**config.mk**
```make
export PLATFORM = sky130hd
export DESIGN_NAME = mc_dst_encoder
export DESIGN_NICKNAME = d
export VERILOG_FILES = /design/src/rtl/mc_dst_encoder_pkg.sv /design/src/rtl/mc_starve_ctr.sv /design/src/rtl/mc_dst_encoder.sv
export SDC_FILE = /design/constraint.sdc
export NUM_CORES = 1
export LEC_CHECK = 0
export CAP_MARGIN = 20
export CORE_UTILIZATION = 45
export CTS_CLUSTER_DIAMETER = 80
export DETAILED_ROUTE_END_ITERATION = 10
export PLACE_DENSITY_LB_ADDON = 0.05
export SYNTH_ARGS = -nofsm -noshare
export SYNTH_HDL_FRONTEND = slang
export SYNTH_SLANG_ARGS = --single-unit
export TNS_END_PERCENT = 20
```
**constraint.sdc**
```tcl
create_clock -name clk -period 2.9 [get_ports clk]
set_clock_uncertainty 0.15 [all_clocks]
set_input_delay 0.58 -clock clk [delete_from_list [all_inputs] [get_ports clk]]
set_output_delay 0.58 -clock clk [all_outputs]
set_load 0.02 [all_outputs]
```
**src/rtl/mc_dst_encoder_pkg.sv**
```systemverilog
// Shared types for the multicast destination encoder, plus the global width macros.
// This file also carries the router-wide defines, so it is compiled before anything that uses them.
`ifndef MC_GLOBAL_DEFS
`define MC_GLOBAL_DEFS
`define DST_LIST_WIDTH 16
`define NUM_PORT 5
`endif

package mc_dst_encoder_pkg;

  typedef enum logic [1:0] {
    ST_IDLE     = 2'd0,
    ST_COLLECT  = 2'd1,
    ST_FORM     = 2'd2,
    ST_WAIT_INJ = 2'd3
  } state_e;

  localparam int DST_LIST_W = `DST_LIST_WIDTH;

  typedef logic [DST_LIST_W-1:0] dst_list_t;

  // True when more than one destination bit is set (clearing the lowest set bit leaves something).
  function automatic logic is_multi(input dst_list_t v);
    return (v & (v - dst_list_t'(1))) != '0;
  endfunction

endpackage

```
**src/rtl/mc_starve_ctr.sv**
```systemverilog
// Saturating injection-wait counter; starve asserts once the count reaches TH.
module mc_starve_ctr #(
  parameter int TH = 64
) (
  input  logic clk,
  input  logic reset,
  input  logic clr,
  input  logic inc,
  output logic starve
);

  localparam int              CNT_W = $clog2(TH + 1);
  localparam logic [CNT_W-1:0] TH_C = CNT_W'(TH);

  logic [CNT_W-1:0] count_q, count_d;

  // NOTE: every variable gets a default at the top of always_comb so no path can infer a latch.
  always_comb begin
    count_d = count_q;
    if (clr)                        count_d = '0;
    else if (inc && count_q != TH_C) count_d = count_q + CNT_W'(1);
  end

  // NOTE: sequential state is updated with <= so all flops sample pre-edge values together.
  always_ff @(posedge clk) begin
    if (reset) count_q <= '0;
    else       count_q <= count_d;
  end

  assign starve = (count_q == TH_C);

endmodule

```
**src/rtl/mc_dst_encoder.sv**
```systemverilog
// Multicast source encoder: ORs NI destination beats into a bitmap, peels off the local copy,
// and holds the remaining flit on the router injection port until granted.
module mc_dst_encoder
  import mc_dst_encoder_pkg::*;
#(
  parameter int NODE_ID   = 0,
  parameter int NUM_NODE  = 16,
  parameter int ID_W      = 5,
  parameter int PAYLOAD_W = 32,
  parameter int STARVE_TH = 64
) (
  input  logic                       clk,
  input  logic                       reset,
  input  logic                       dst_valid,
  input  logic [ID_W-1:0]            dst_id,
  input  logic                       dst_last,
  input  logic [PAYLOAD_W-1:0]       dst_payload,
  output logic                       dst_ready,
  output logic                       inj_valid,
  input  logic                       inj_grant,
  output logic [`DST_LIST_WIDTH-1:0] inj_dstList,
  output logic                       inj_mc,
  output logic [PAYLOAD_W-1:0]       inj_payload,
  output logic                       local_valid,
  output logic [PAYLOAD_W-1:0]       local_payload,
  output logic                       starve,
  output logic                       err_id
);

  localparam logic [ID_W:0] NUM_NODE_L = (ID_W + 1)'(NUM_NODE);

  state_e                 state_q, state_d;
  dst_list_t              acc_q, acc_d;
  logic [PAYLOAD_W-1:0]   payload_q, payload_d;
  logic                   inj_valid_q, inj_valid_d;
  dst_list_t              inj_dst_list_q, inj_dst_list_d;
  logic                   inj_mc_q, inj_mc_d;
  logic [PAYLOAD_W-1:0]   inj_payload_q, inj_payload_d;
  logic                   local_valid_q, local_valid_d;
  logic [PAYLOAD_W-1:0]   local_payload_q, local_payload_d;
  logic                   err_id_q, err_id_d;

  logic      accept;
  logic      id_ok;
  dst_list_t rem;

  // Ready is gated by reset so the NI sees it low during the reset cycle itself.
  assign dst_ready = ~reset & ((state_q == ST_IDLE) | (state_q == ST_COLLECT));
  assign accept    = dst_valid & dst_ready;
  assign id_ok     = {1'b0, dst_id} < NUM_NODE_L;
  assign rem       = acc_q & ~(dst_list_t'(1) << NODE_ID);

  always_comb begin
    state_d         = state_q;
    acc_d           = acc_q;
    payload_d       = payload_q;
    inj_valid_d     = inj_valid_q;
    inj_dst_list_d  = inj_dst_list_q;
    inj_mc_d        = inj_mc_q;
    inj_payload_d   = inj_payload_q;
    local_valid_d   = 1'b0;
    local_payload_d = local_payload_q;
    err_id_d        = err_id_q | (accept & ~id_ok);

    unique case (state_q)
      ST_IDLE, ST_COLLECT: begin
        if (accept) begin
          if (id_ok) acc_d = acc_q | (dst_list_t'(1) << dst_id);
          if (dst_last) begin
            state_d   = ST_FORM;
            payload_d = dst_payload;
          end else begin
            state_d   = ST_COLLECT;
          end
        end
      end
      ST_FORM: begin
        acc_d = '0;
        if (acc_q[NODE_ID]) begin
          local_valid_d   = 1'b1;
          local_payload_d = payload_q;
        end
        if (rem == '0) begin
          state_d = ST_IDLE;
        end else begin
          state_d        = ST_WAIT_INJ;
          inj_valid_d    = 1'b1;
          inj_dst_list_d = rem;
          inj_mc_d       = is_multi(rem);
          inj_payload_d  = payload_q;
        end
      end
      ST_WAIT_INJ: begin
        if (inj_grant) begin
          state_d        = ST_IDLE;
          inj_valid_d    = 1'b0;
          inj_dst_list_d = '0;
          inj_mc_d       = 1'b0;
        end
      end
      default: state_d = ST_IDLE;
    endcase
  end

  always_ff @(posedge clk) begin
    if (reset) begin
      state_q         <= ST_IDLE;
      acc_q           <= '0;
      payload_q       <= '0;
      inj_valid_q     <= 1'b0;
      inj_dst_list_q  <= '0;
      inj_mc_q        <= 1'b0;
      inj_payload_q   <= '0;
      local_valid_q   <= 1'b0;
      local_payload_q <= '0;
      err_id_q        <= 1'b0;
    end else begin
      state_q         <= state_d;
      acc_q           <= acc_d;
      payload_q       <= payload_d;
      inj_valid_q     <= inj_valid_d;
      inj_dst_list_q  <= inj_dst_list_d;
      inj_mc_q        <= inj_mc_d;
      inj_payload_q   <= inj_payload_d;
      local_valid_q   <= local_valid_d;
      local_payload_q <= local_payload_d;
      err_id_q        <= err_id_d;
    end
  end

  mc_starve_ctr #(.TH(STARVE_TH)) u_starve_ctr (
    .clk    (clk),
    .reset  (reset),
    .clr    (~inj_valid_q | inj_grant),
    .inc    (inj_valid_q & ~inj_grant),
    .starve (starve)
  );

  assign inj_valid     = inj_valid_q;
  assign inj_dstList   = inj_dst_list_q;
  assign inj_mc        = inj_mc_q;
  assign inj_payload   = inj_payload_q;
  assign local_valid   = local_valid_q;
  assign local_payload = local_payload_q;
  assign err_id        = err_id_q;

endmodule
```
Word-level counts from Yosys, hierarchy flattened. Index checks and enable logic that the tools add are counted.

Output and inout bits: 86. Input bits: 42. Bits in registers: 141.

Multiplexer cells: 17. Reductions and logical operators: 15. Shift-type cells: 1. Add/sub/neg operators: 2. Equal/unequal tests: 9. Order comparisons: 1. Bitwise operators: 15.

Operator list (number): 16-bit two-way mux (4); 16-bit case mux with 2 select lines (2); 16-bit bitwise AND (1); 16-bit logical NOT (1); 16-bit OR (1); 16-bit nonzero test (1); 1-bit by 5-bit left shift with 16-bit output, first input constant (1); 16-bit by 1-bit subtractor with 16-bit output, second input constant (1); 3-bit AND reduction (3); 2-bit two-way mux (4); 2-bit != test, second input constant (4); 7-bit by 1-bit adder with 7-bit output, second input constant (1); 7-bit == test, second input constant (1); 7-bit != test, second input constant (1); 1-bit inverter (6); 2-bit case mux with 3 select lines (1); 2-bit AND reduction (3); 2-bit OR reduction (3); 5-bit less-than comparator, second input constant (1); 1-bit bitwise AND (4); 2-bit == test, second input constant (2); 1-bit two-way mux (4); 1-bit case mux with 2 select lines (2); 2-bit nonzero test (2); 4 further kinds (6).

Logic depth before layout (Yosys ltp). Gate-level depths: netlist of the first run.

Depth after elaboration: 6. Depth in mapped cells: 8. Gate-level depth less buffers: 7.

Cells and area by module. A second synthesis of the first run with hierarchy kept.

Cell total of the unflattened synthesis: 645. Area, all modules: 5138.7 sq um.

By module, submodules not included: mc_dst_encoder (seq. area each 2662.6 sq um, cells an instance 603, times used 1, area an instance 4787.1 sq um); mc_starve_ctr (seq. area each 140.1 sq um, cells an instance 42, times used 1, area an instance 351.6 sq um).

Least setup slack after synthesis of the first run. OpenSTA, ideal clock, no wires.

Path type: reg-to-reg. From: register acc_q[2]. To: register inj_mc_q (netlist: inj_mc). Clock period less this slack: 2.286 ns. Slack: 0.614 ns. Library setup time: 0.120 ns. Arrival: 2.016 ns. Path buffers: 0. Stages on the path, launching flop included: 6. Cells stage by stage: dfxtp_1 or4_4 or4_4 mux2i_1 a2111o_1 o31a_1.

Cells in the longest elaborated chain, start to end: 5. Elaborated cells on any way between the ends: 8. Those cells by class: 1 x add/sub; 1 x eq/ne; 2 x mux; 1 x bitwise; 3 x reduce/logical.

RTL lines: start, declared (line mc_dst_encoder.sv:33) `dst_list_t acc_q, acc_d;`; start signal, assigned (line mc_dst_encoder.sv:108) `acc_q <= '0;`; start signal, assigned (line mc_dst_encoder.sv:119) `acc_q <= acc_d;`; 16-bit by 1-bit subtractor with 16-bit output (line mc_dst_encoder_pkg.sv:24) `return (v & (v - dst_list_t'(1))) != '0;`; 16-bit bitwise AND (line mc_dst_encoder_pkg.sv:24); 16-bit nonzero test (line mc_dst_encoder_pkg.sv:24); 1-bit two-way mux (line mc_dst_encoder.sv:83) `if (rem == '0) begin`; 1-bit case mux with 2 select lines (line mc_dst_encoder.sv:65) `unique case (state_q)`; end signal, assigned (line mc_dst_encoder.sv:123) `inj_mc_q <= inj_mc_d;`; end, declared (line mc_dst_encoder.sv:37) `logic inj_mc_q, inj_mc_d;`.

Parallel ways exist; a longest one is shown, timed or not. The select of a mux whose other input is x is not followed. A chain may end at the register's enable or synchronous reset.

Worst setup path after layout of the first run.
From: register u_starve_ctr.count_q[0]. To: output starve.

Cells in the longest elaborated chain, start to end: 1.

RTL lines: start, declared (line mc_starve_ctr.sv:15) `logic [CNT_W-1:0] count_q, count_d;`; start signal, assigned (line mc_starve_ctr.sv:27) `else count_q <= count_d;`; 7-bit == test (line mc_starve_ctr.sv:30) `assign starve = (count_q == TH_C);`; end, declared (line mc_dst_encoder.sv:26) `output logic starve,`.

No other way between the ends.

==> results of run 1 <==
-- cell type report --
type	count	area, µm²	area share
sequential	140	2800	0.392
multi-input combinational	452	2120	0.297
timing repair buffer	141	1380	0.194
clock buffer	18	429	0.0600
clock inverter	13	213	0.0298
tap	140	175	0.0245
inverter	5	18.8	0.00263
-- power by group --
part           internal, mW  total [mW]  switching (mW)
combinational        0.0815       0.177          0.0953
sequential             1.94        1.96          0.0174
clock                  1.53        2.34           0.810
-- flip-flops by register name (all words and copies together) (netlist names) --
signal,count
local_payload,32
acc_q,16
state_q,2
local_valid,1
inj_dstList,15
inj_payload,32
payload_q,32
err_id,1
inj_valid,1
u_starve_ctr.count_q,7
inj_mc,1
-- worst max path at each step --
stage | from | endpoint | slack, ps | depth (start not counted)
after floorplan | acc_q[2]$_SDFFE_PP0P_ | inj_mc$_SDFFE_PP0P_ | 610 | 5
after global placement | acc_q[2]$_SDFFE_PP0P_ | inj_dstList[9]$_SDFFE_PP0P_ | 460 | 6
after detailed placement | acc_q[2]$_SDFFE_PP0P_ | inj_payload[19]$_SDFFE_PP0P_ | 410 | 6
after CTS | u_starve_ctr.count_q[0]$_SDFFE_PP0P_ | starve | 40 | 6
after global routing | u_starve_ctr.count_q[0]$_SDFFE_PP0P_ | starve | 4 | 6
final | u_starve_ctr.count_q[0]$_SDFFE_PP0P_ | starve | 140 | 6
-- metrics by stage --
step / cells / instance area [µm²] / hold WS [ps] / setup WS (ps)
finish: 909 / 7150 / 303 / 144
global route: 909 / 7150 / 321 / 4.33
CTS: 907 / 7130 / 306 / 40.4
detailed placement: 876 / 6490 / 298 / 414
global placement: 876 / 6490 / 292 / 457
floorplan: 642 / 5170 / 295 / 614
-- per-layer routing --
layer  up-vias  part of all wire
met3         4             0.074
met1      2180              0.46
met5         -                 0
met2       159              0.46
li1       2360                 -
met4         0            0.0050
-- worst max-delay path, stage by stage, from the launching register on --
cell and delay [ps]:
dfxtp_1 340, inv_1 70, ha_1 140, nor4b_1 230, nand3b_1 170, inv_1 80
clkdlybuf4s50_1 590
-- cells in the mapped netlist, types with 3 or more instances --
cell,instances,area [µm²]
nand2_1,212,796
dfxtp_1,140,2800
a21oi_1,128,641
clkbuf_1,33,124
nor2_1,32,120
nand3_1,16,80.1
nor3_1,7,35.0
a31oi_1,6,37.5
buf_6,6,67.6
buf_2,5,25.0
inv_1,5,18.8
nor4_1,4,25.0
nand3_2,3,30.0
nor2b_1,3,18.8
xor2_1,3,26.3
-- kinds of logic (layout without fill, tap and decap cells) --
| kind of cell | Yosys count | count (layout) |
|---|---|---|
| buffers and inverters | 50 | 177 |
| XOR/XNOR | 5 | 5 |
| multiplexers | 1 | 1 |
| other | 1 | 1 |
| AND/OR/NAND/NOR | 294 | 294 |
| flip-flops | 140 | 140 |
| adder cells (fa/ha/maj) | 3 | 3 |
| AO/OA/AOI/OAI | 148 | 148 |
-- timing repair --
action / CTS / global route
resized for setup: 0 / 0
hold buffers: 0 / 0
endpoints found under the setup margin: 0 / 1
buffers inserted: 0 / 2
==> flow_metrics.env, run 1 <==
export IMPL_ir_drop_mv=0.379
export IMPL_num_antenna_cells=0
export IMPL_drtIter0Drc=233
export IMPL_cts_buffers=17
export IMPL_start_util=0.469
export IMPL_drive_gt1_frac=0.0702
export IMPL_dieArea_mm2=0.0119
export IMPL_place_hpwl_um=8880
export IMPL_clk_latency_ps=400
export IMPL_fill_cells=979
export IMPL_wirelength_um=13100
export IMPL_setup_viol=0
export IMPL_port_buffer_count=126
export IMPL_avgSynthCellArea_um2=8.05
export IMPL_synth_compound_area_frac=0.154
export IMPL_yosys_area_share_adder=0.00678
export IMPL_grt_usage=0.229
export IMPL_slew_violations=0
export IMPL_clk_pin_slew_worst_paths_ps=60
export IMPL_cts_tree="built"
export IMPL_gp_congestion=0.845
export IMPL_synth_top_family_by_area="simple AND/OR/NAND/NOR gates"
export IMPL_synth_enable_flop_cells=0
export IMPL_ys_seq_area_frac=0.542
export IMPL_grt_max_degree=62
export IMPL_power_per_cell_area_mw_per_mm2=626
export IMPL_wl_per_cell_um=14.4
export IMPL_core_area_mm2=0.0110
export IMPL_use_met1=0.302
export IMPL_syn_cell_area_mm2=0.00517
export IMPL_grt_pass1_vias=4271
export IMPL_end_kind="output port"
export IMPL_grtUsageMet2=0.359
export IMPL_cts_path_max_buffers=2
export IMPL_top_usage_layer="met2"
export IMPL_antenna_found_initial=0
export IMPL_synth_nets=686
export IMPL_crit_path_start_kind="flip-flop"
export IMPL_pin_count=128
export IMPL_gr_total_overflow=0
export IMPL_slew_headroom=0.496
export IMPL_synth_seq_cells=140
export IMPL_ys_async_sr_fraction=0
export IMPL_finalHoldViolCount=0
export IMPL_drc=0
export IMPL_p_leak_nw=2.43
export IMPL_status="completed"
export IMPL_cp_max_fo=4
export IMPL_die_x_um=109
export IMPL_synthCells=642
export IMPL_std_cell_rows=38
export IMPL_layout_commonest_cell="nand2_1"
export IMPL_ant_nets=0
export IMPL_rsz0062_at_grt="no"
export IMPL_cp_arrival_ps=2030
export IMPL_first_pass_iters=5
export IMPL_final_cell_mix="nand2_1 (212), dfxtp_1 (140), a21oi_1 (128)"
export IMPL_hold_depth=2
export IMPL_period_needed_ps=2760
export IMPL_critPathRequiredTime_ps=2170
export IMPL_grt_pass1_wl_um=20900
export IMPL_synthXorXnorAreaFrac=0.00847
export IMPL_max_freq_mhz=363
export IMPL_r2r_end="inj_payload[31]$_SDFFE_PP0P_"
export IMPL_die_h_um=109
export IMPL_use_met3=0.0711
export IMPL_synthSimpleGateAreaFrac=0.239
export IMPL_r2r_slack_ps=410
export IMPL_total_power_mw=4.48
export IMPL_cts_sinks=140
export IMPL_ff2ff_path_depth=6
export IMPL_cap_violations=0
export IMPL_hold_path_class="reg2reg"
export IMPL_fin_setup_tns_ps=0
export IMPL_hp_start="local_payload[8]$_SDFFE_PP0P_"
export IMPL_routed_via_count=4703
export IMPL_root_buffer="clkbuf_16"
export IMPL_fin_crit_sh=0.951
export IMPL_final_util=0.648
export IMPL_tightest_slew_ps=749
export IMPL_ys_types=42
export IMPL_r2r_start="acc_q[2]$_SDFFE_PP0P_"
export IMPL_worst_setup_path_type="reg2out"
export IMPL_synthMuxAreaShare=0.00194
export IMPL_layout_nets=801
export IMPL_htreeDepth=4
export IMPL_ys_flop_type="dfxtp_1"
export IMPL_ys_warn_count=0
export IMPL_holdPathEnd="local_payload[8]$_SDFFE_PP0P_"
export IMPL_syn_to_final_growth_pct=38.2
export IMPL_viasPerCell=5.17
No activity file was read; power rests on OpenSTA's default activity.
==> run 2: changes to the inputs <==
--- a/config.mk
+++ b/config.mk
@@ -5,7 +5,9 @@
 export SDC_FILE = /design/constraint.sdc
 export NUM_CORES = 1
 export LEC_CHECK = 0
+export ABC_CLOCK_PERIOD_IN_PS = 2900
 export CAP_MARGIN = 20
+export CORE_ASPECT_RATIO = 0.5
 export CORE_UTILIZATION = 45
 export CTS_CLUSTER_DIAMETER = 80
 export DETAILED_ROUTE_END_ITERATION = 10
==> flow_metrics.env, run 2 (synthesized netlist as in run 1, its figures left out) <==
export IMPL_final_cell_mix="nand2_1 (212), dfxtp_1 (140), a21oi_1 (128)"
export IMPL_dieArea_mm2=0.0119
export IMPL_drtIter0Drc=286
export IMPL_grt_max_degree=64
export IMPL_cp_arrival_ps=2060
export IMPL_drive_gt1_frac=0.0678
export IMPL_die_h_um=77.8
export IMPL_die_x_um=154
export IMPL_final_util=0.643
export IMPL_hp_start="inj_payload[22]$_SDFFE_PP0P_"
export IMPL_multiInputGateArea_mm2=0.00212
export IMPL_wirelength_um=13500
export IMPL_port_buffer_count=126
export IMPL_cts_path_max_buffers=2
export IMPL_p_switching_uw=991
export IMPL_cap_violations=0
export IMPL_viasPerCell=5.13
export IMPL_layout_commonest_cell="nand2_1"
export IMPL_syn_to_final_growth_pct=37.8
export IMPL_cts_buffers=17
export IMPL_fin_area_mm2=0.00712
export IMPL_antenna_found_initial=0
export IMPL_p_leak_nw=2.42
export IMPL_regArea_mm2=0.00280
export IMPL_layout_nets=798
export IMPL_comb_power_share=0.040
export IMPL_slew_headroom=0.502
export IMPL_cp_max_fo=4
export IMPL_whs_ps=301
export IMPL_ant_nets=0
export IMPL_grt_pass1_vias=4379
export IMPL_cts_resized_gates=0
export IMPL_ir_drop_mv=0.435
export IMPL_power_per_cell_area_mw_per_mm2=628
export IMPL_place_hpwl_um=8410
export IMPL_grt_usage=0.236
export IMPL_fin_setup_tns_ps=0
export IMPL_period_needed_ps=2790
export IMPL_start_util=0.467
export IMPL_htreeDepth=4
export IMPL_root_buffer="clkbuf_16"
export IMPL_status="completed"
export IMPL_first_pass_iters=5
export IMPL_std_cell_rows=27
export IMPL_cts_tree="built"
export IMPL_grt_pass1_wl_um=22200
export IMPL_fill_cells=980
export IMPL_r2r_start="acc_q[2]$_SDFFE_PP0P_"
export IMPL_netSwitchingFraction=0.221
export IMPL_critPathRequiredTime_ps=2170
export IMPL_slew_violations=0
export IMPL_hold_path_class="reg2reg"
export IMPL_routed_via_count=4680
export IMPL_total_power_mw=4.48
export IMPL_clk_pin_slew_worst_paths_ps=60
export IMPL_critPathLaunch="u_starve_ctr.count_q[0]$_SDFFE_PP0P_"
export IMPL_wl_per_cell_um=14.8
export IMPL_gp_congestion=0.836
export IMPL_finalHoldViolCount=0
export IMPL_setup_viol=0
export IMPL_cts_sinks=140
export IMPL_clkPwrFrac=0.522
export IMPL_placed_area_mm2=0.00648
export IMPL_core_area_mm2=0.0111
export IMPL_pin_count=128
export IMPL_gr_total_overflow=0
export IMPL_p_int_mw=3.49
export IMPL_tightest_slew_ps=740
export IMPL_fin_crit_sh=0.963
export IMPL_crit_path_start_kind="flip-flop"
export IMPL_worst_setup_path_type="reg2out"
export IMPL_seqPwrFrac=0.438
export IMPL_drc=0
export IMPL_max_freq_mhz=358
export IMPL_end_kind="output port"
export IMPL_num_antenna_cells=0
export IMPL_clk_latency_ps=410
run 2: cell count changes in the layout (fill, tap and decap cells not counted):
cell | previous run | this run
clkinv_4 | 1 | 3
clkinv_2 | 1 | 0
clkinvlp_4 | 3 | 1
inv_6 | 3 | 6
bufinv_16 | 5 | 4
buf_4 | 15 | 12
run 2: routing by layer:
| metal | GRT usage | up-vias | share of wire |
|---|---|---|---|
| li1 | - | 2354 | - |
| met1 | 0.312 | 2181 | 0.47 |
| met2 | 0.380 | 140 | 0.46 |
| met3 | 0.0587 | 5 | 0.061 |
| met4 | 0.0720 | 0 | 0.0041 |
| met5 | 0 | - | 0 |
run 2: critical path: stages (launching register included):
cell and delay (ps):
dfxtp_1 340, inv_1 70, ha_1 140, nor4b_1 280, nand3b_1 160, inv_1 70
clkdlybuf4s50_1 590
run 2: area by class of cell:
type | count | area share
clock inverter | 14 | 0.0290
multi-input combinational | 452 | 0.298
timing repair buffer | 138 | 0.191
sequential | 140 | 0.393
inverter | 5 | 0.00263
clock buffer | 18 | 0.0602
tap | 145 | 0.0255
run 2: final timing paths:
check             cells after the start                      endpoint  slack, ps
setup reg to reg                      6   inj_dstList[8]$_SDFFE_PP0P_        420
hold / removal                        2  inj_payload[22]$_SDFFE_PP0P_        300
hold reg to reg                       2  inj_payload[22]$_SDFFE_PP0P_        300
setup / recovery                      6                        starve        110
run 2: through the flow:
step                worst slack [ps]  instances
global route                   -16.8        912
CTS                             39.9        911
finish                           108        912
global placement                 473        879
floorplan                        614        642
detailed placement               461        879
run 2: power by group through the flow:
stage / logic (mW) / registers (mW) / clock network, mW
2_1_floorplan: 0.0877 / 2.00 / 0
6_report: 0.178 / 1.96 / 2.34
4_1_cts: 0.178 / 1.96 / 2.37
5_1_grt: 0.195 / 1.96 / 2.47
3_3_place_gp: 0.177 / 2.00 / 0
3_5_place_dp: 0.177 / 2.00 / 0
run 2: repair_timing:
item	in CTS	in global routing
buffers inserted	0	1
setup endpoints to repair	0	1
hold buffers	0	0
